[src/rtl/mem_port_arb.sv]
// Round-robin arbiter sharing one port of the 24-bit data memory among NREQ requesters, with
// lock support. Optional statistics counters are enabled by defining MEM_ARB_STATS_EN.
`ifndef HBIT_ADDR
`define HBIT_ADDR 11
`endif
`ifndef HBIT_DATA
`define HBIT_DATA 23
`endif

module mem_port_arb #(
    parameter int unsigned NREQ     = 3,
    parameter int unsigned LOCK_MAX = 15
) (
    input  logic                iw_clk,
    input  logic                iw_rst,
    input  logic                iw_req       [0:NREQ-1],
    input  logic                iw_we        [0:NREQ-1],
    input  logic                iw_lock      [0:NREQ-1],
    input  logic [`HBIT_ADDR:0] iw_addr      [0:NREQ-1],
    input  logic [`HBIT_DATA:0] iw_wdata     [0:NREQ-1],
    output logic                ow_gnt       [0:NREQ-1],
    output logic                or_rvalid    [0:NREQ-1],
    output logic [`HBIT_DATA:0] ow_rdata,
    output logic                ow_mem_we,
    output logic [`HBIT_ADDR:0] ow_mem_addr,
    output logic [`HBIT_DATA:0] ow_mem_wdata,
    input  logic [`HBIT_DATA:0] iw_mem_rdata,
`ifdef MEM_ARB_STATS_EN
    input  logic                iw_stats_clr,
    output logic [15:0]         or_gnt_cnt   [0:NREQ-1],
    output logic [7:0]          or_wait_max,
`endif
    output logic                or_locked
);

    localparam int unsigned IW = (NREQ > 1) ? $clog2(NREQ) : 1;
    localparam int unsigned CW = (LOCK_MAX > 1) ? $clog2(LOCK_MAX + 1) : 1;
    localparam logic [IW-1:0] LastInit = IW'(NREQ - 1);

    typedef enum logic {StArb, StLocked} state_t;

    state_t        state;
    logic [IW-1:0] r_last;
    logic [IW-1:0] owner;
    logic [CW-1:0] lock_cnt;

    logic          any_gnt;
    logic [IW-1:0] win;
    logic [IW-1:0] cand;
    logic          lock_expire;

    // Scan downwards so the candidate closest after r_last is the last one written.
    always_comb begin
        any_gnt = 1'b0;
        win     = '0;
        cand    = '0;
        if (state == StLocked) begin
            any_gnt = iw_req[owner];
            win     = owner;
        end else begin
            for (int unsigned k = NREQ; k >= 1; k--) begin
                cand = IW'((32'(r_last) + k) % NREQ);
                if (iw_req[cand]) begin
                    any_gnt = 1'b1;
                    win     = cand;
                end
            end
        end
    end

    always_comb begin
        for (int unsigned i = 0; i < NREQ; i++) begin
            ow_gnt[i] = any_gnt && (win == IW'(i));
        end
        ow_mem_we    = 1'b0;
        ow_mem_addr  = '0;
        ow_mem_wdata = '0;
        if (any_gnt) begin
            ow_mem_we    = iw_we[win];
            ow_mem_addr  = iw_addr[win];
            ow_mem_wdata = iw_wdata[win];
        end
    end

    assign ow_rdata    = iw_mem_rdata;
    assign lock_expire = (LOCK_MAX != 0) && ((32'(lock_cnt) + 32'd1) >= LOCK_MAX);

    always_ff @(posedge iw_clk) begin
        if (iw_rst) begin
            state     <= StArb;
            r_last    <= LastInit;
            owner     <= '0;
            lock_cnt  <= '0;
            or_locked <= 1'b0;
            for (int unsigned i = 0; i < NREQ; i++) begin
                or_rvalid[i] <= 1'b0;
            end
        end else begin
            for (int unsigned i = 0; i < NREQ; i++) begin
                or_rvalid[i] <= ow_gnt[i] && !iw_we[i];
            end
            // While locked only the owner is granted, so r_last ends up as the owner on release.
            if (any_gnt) begin
                r_last <= win;
            end
            unique case (state)
                StArb: begin
                    // With LOCK_MAX of 1 the locking access already uses up the whole budget.
                    if (any_gnt && iw_lock[win] && (LOCK_MAX != 1)) begin
                        state     <= StLocked;
                        owner     <= win;
                        lock_cnt  <= CW'(1);
                        or_locked <= 1'b1;
                    end
                end
                StLocked: begin
                    if (lock_cnt != '1) begin
                        lock_cnt <= lock_cnt + 1'b1;
                    end
                    if (!iw_lock[owner] || lock_expire) begin
                        state     <= StArb;
                        lock_cnt  <= '0;
                        or_locked <= 1'b0;
                    end
                end
                default: begin
                    state     <= StArb;
                    or_locked <= 1'b0;
                end
            endcase
        end
    end

`ifdef MEM_ARB_STATS_EN
    logic [7:0] wait_cnt [0:NREQ-1];
    logic [7:0] wait_nxt [0:NREQ-1];
    logic [7:0] wait_max_d;

    always_comb begin
        wait_max_d = or_wait_max;
        for (int unsigned i = 0; i < NREQ; i++) begin
            wait_nxt[i] = '0;
            if (iw_req[i] && !ow_gnt[i]) begin
                wait_nxt[i] = (wait_cnt[i] == 8'hFF) ? 8'hFF : wait_cnt[i] + 8'd1;
            end
            if (wait_nxt[i] > wait_max_d) begin
                wait_max_d = wait_nxt[i];
            end
        end
    end

    always_ff @(posedge iw_clk) begin
        if (iw_rst || iw_stats_clr) begin
            for (int unsigned i = 0; i < NREQ; i++) begin
                or_gnt_cnt[i] <= '0;
                wait_cnt[i]   <= '0;
            end
            or_wait_max <= '0;
        end else begin
            for (int unsigned i = 0; i < NREQ; i++) begin
                wait_cnt[i] <= wait_nxt[i];
                if (ow_gnt[i] && (or_gnt_cnt[i] != 16'hFFFF)) begin
                    or_gnt_cnt[i] <= or_gnt_cnt[i] + 16'd1;
                end
            end
            or_wait_max <= wait_max_d;
        end
    end
`endif

endmodule

[config.mk]
export PLATFORM = sky130hd
export DESIGN_NAME = mem_port_arb
export DESIGN_NICKNAME = d
export VERILOG_FILES = /design/src/rtl/mem_port_arb.sv
export SDC_FILE = /design/constraint.sdc
export NUM_CORES = 1
export LEC_CHECK = 0
export CORE_MARGIN = 5
export CORE_UTILIZATION = 28
export CTS_BUF_LIST = sky130_fd_sc_hd__clkbuf_16
export DETAILED_ROUTE_END_ITERATION = 8
export GPL_ROUTABILITY_DRIVEN = 0
export PLACE_DENSITY = 0.76
export SETUP_SLACK_MARGIN = 0.15
export SLEW_MARGIN = 20
export SYNTH_ARGS = -nofsm -noshare
export SYNTH_HDL_FRONTEND = slang
export SYNTH_SLANG_ARGS = --single-unit
[constraint.sdc]
create_clock -name iw_clk -period 2.9 [get_ports iw_clk]
set_clock_uncertainty 0.1 [all_clocks]
set_input_delay 0.435 -clock iw_clk [delete_from_list [all_inputs] [get_ports iw_clk]]
set_output_delay 0.435 -clock iw_clk [all_outputs]
set_load 0.02 [all_outputs]
==> results.json <==
{
  "cts_sinks": 13,
  "cts_buffers": 3,
  "cp-end-kind": "primary output",
  "die_y_um": 97.88,
  "worst_slack_ns": -0.4514,
  "drtPass1Iterations": 4,
  "clock_latency_ns": 0.25,
  "ys.warnings.count": 0,
  "drv_slew": 0,
  "grt_pass1_wl_um": 15480,
  "fin_crit_sh_pct": 115.6,
  "multi_input_area_um2": 2208,
  "cts_root_buffer": "clkbuf_16",
  "syn_area_um2": 2162,
  "period_minus_slack_ns": 3.351,
  "ff_latch_area_um2": 262.8,
  "io_pins": 211,
  "cts_hold_buf": 0,
  "fmax_ghz": 0.2984,
  "arrival_ns": 2.82,
  "synth_fp_nets": 459,
  "hold_path_class": "reg -> reg",
  "tightest_slew_ns": 0.6607,
  "power_mw": 7.629,
  "via_count": 3028,
  "syn_inst": 311,
  "r2r-start": "r_last[0]",
  "synth_top_area_share_pct": 19.44,
  "start_kind": "register",
  "synth_ff_type": "dfxtp_1",
  "fin_nets": 652,
  "drtIter0Drc": 64,
  "dieArea_um2": 9580,
  "grt_pass1_vias": 3186,
  "place_ws_ns": -0.8093,
  "relSlewSlack_pct": 55.82,
  "crit_start": "r_last[0]",
  "viasPerCell": 5.005,
  "grt_max_degree": 31,
  "nFillCells": 550,
  "critPathKind": "reg -> out",
  "final_hold_viol_count": 0,
  "synth_area_leaders": "mux2i_1 (19%), nor2_1 (14%), dfxtp_1 (12%)",
  "grt_use_total_pct": 19.50,
  "path_max_fanout": 6,
  "fin_tns_setup_ns": -15.65,
  "coreArea_um2": 7607,
  "hp-start": "or_locked",
  "finish.utilization_pct": 69.29,
  "wirelength_um": 10850,
  "max-cap-violations": 0,
  "drc": 0,
  "antenna_left": 0,
  "grt_setup_unrepaired": "true",
  "drive_above_1_share_pct": 44.53,
  "violations": "setup timing",
  "synth_cell_types": 46,
  "vdd_ir_drop_max_v": 0.0008005,
  "io_buffers": 162,
  "cts_tree": "yes",
  "ys_seq_area_share_pct": 12.04,
  "dp_hpwl_um": 7173,
  "antenna_cells": 0,
  "area_growth_pct": 143.8,
  "required_ns": 2.37,
  "wl_per_cell_um": 17.93,
  "status": "complete, but fails checks",
  "die_x_um": 97.88,
  "antenna_found_initial": 0,
  "h-tree-depth": 1,
  "power_density_nw_per_um2": 1447,
  "ys_top_cells_by_count": "nor2_1 (83), mux2i_1 (42), a21oi_1 (36)",
  "power_leakage_nw": 1.979,
  "start_util_pct": 28.42,
  "cts.reportedPaths.clkPinSlew_ns": 0.05,
  "synth-seq-cells": 13,
  "yosysMostFrequentCell": "nor2_1",
  "async_flop_share_pct": 0,
  "synth_edf_count": 0,
  "cts_buffer_depth": 2,
  "synth.avg_cell_area_um2": 6.952,
  "synth.largest_area_cell": "mux2i_1",
  "grt_overflow": 0,
  "rows": 32,
  "final-setup-viol-count": 46
}
[power by group]
group	switching (mW)	total (mW)	internal, mW
registers	0.0474	0.280	0.233
clock network	0.0835	0.266	0.182
logic	3.52	7.08	3.56
[stage by stage]
step / cells / hold WS (ns) / cell area [um2]
after floorplan: 311 / 0.3802 / 2330
after global placement: 568 / 0.3474 / 4134
after detailed placement: 568 / 0.3601 / 4134
after CTS: 592 / 0.3667 / 4712
after global routing: 605 / 0.4043 / 5271
final: 605 / 0.3829 / 5271
[cells in the final DEF (no fill, tap or decap), drive strengths merged, types with 2 or more instances in the layout]
master         synthesis  final
a211oi                 2      2
a21oi                 46     46
a311o                  2      2
and2                   2      2
buf                   33    106
clkbuf                10      6
clkdlybuf4s50          0    120
dfxtp                 13     13
dlygate4sd2            0      2
ha                     5      5
inv                   12     13
mux2                   2      2
mux2i                 42     42
nand2                  9      9
nand2b                 3      3
nand3                  4      4
nand3b                 4      4
nor2                  84     84
nor2b                  2      2
nor4                   3      3
o211ai                 3      3
o21a                   2      2
o21ai                  9      9
or3                    2      2
[what timing repair did]
item                                   CTS  global route
pin swaps                               29            51
gates resized for setup                263            96
gates cloned                             5             4
setup endpoints to repair               45            50
endpoints found under the hold margin    0             0
buffers inserted                        15             9
[state kept, by name, indices dropped and copies added, names as in the netlist]
name / cells
lock_cnt: 4
or_locked: 1
r_last: 2
owner: 2
or_rvalid: 3
state: 1
[worst max-delay path: stages, from the launching register on]
cell     delay, ns
dfxtp_2       0.33
inv_2         0.06
buf_4         0.13
ha_1          0.19
or2b_1        0.24
a221o_1       0.39
a22oi_4       0.17
buf_12        0.16
buf_12        0.13
buf_6         0.10
mux2i_4       0.27
nor2_4        0.07
a21oi_4       0.13
nor2_2        0.05
buf_6         0.12
[layout make-up]
class                      instances  area share [%]
clock buffer                       3           1.424
sequential                        13           4.985
clock inverter                     1         0.07121
inverter                          12          0.8545
tap                              102           2.421
multi-input combinational        243           41.89
timing repair buffer             231           48.35
[layer usage]
metal  GRT usage [%]  vias to the layer above  share of wire (%)
met4           6.283                        0                2.1
met2           37.49                      134                 55
met5               0                        -                  0
met3           4.929                       19                7.0
li1                -                     1443                  -
met1           20.47                     1432                 36
[cell families after synthesis]
group,after synthesis,share of synthesized area (%)
AND/OR/NAND/NOR,121,25.46
AO/OA/AOI/OAI,73,22.63
buffers and inverters,55,16.49
multiplexers,44,20.49
flip-flops,13,12.04
adder cells (fa/ha/maj),5,2.894
[worst paths after layout]
kind	to	slack, ns	cells past startpoint
max	ow_mem_wdata[2]	-0.45	14
min	or_locked	0.38	2
max reg2reg	lock_cnt[1]	-0.14	15
min reg2reg	or_locked	0.38	2
(Power assumes the default switching activity.)
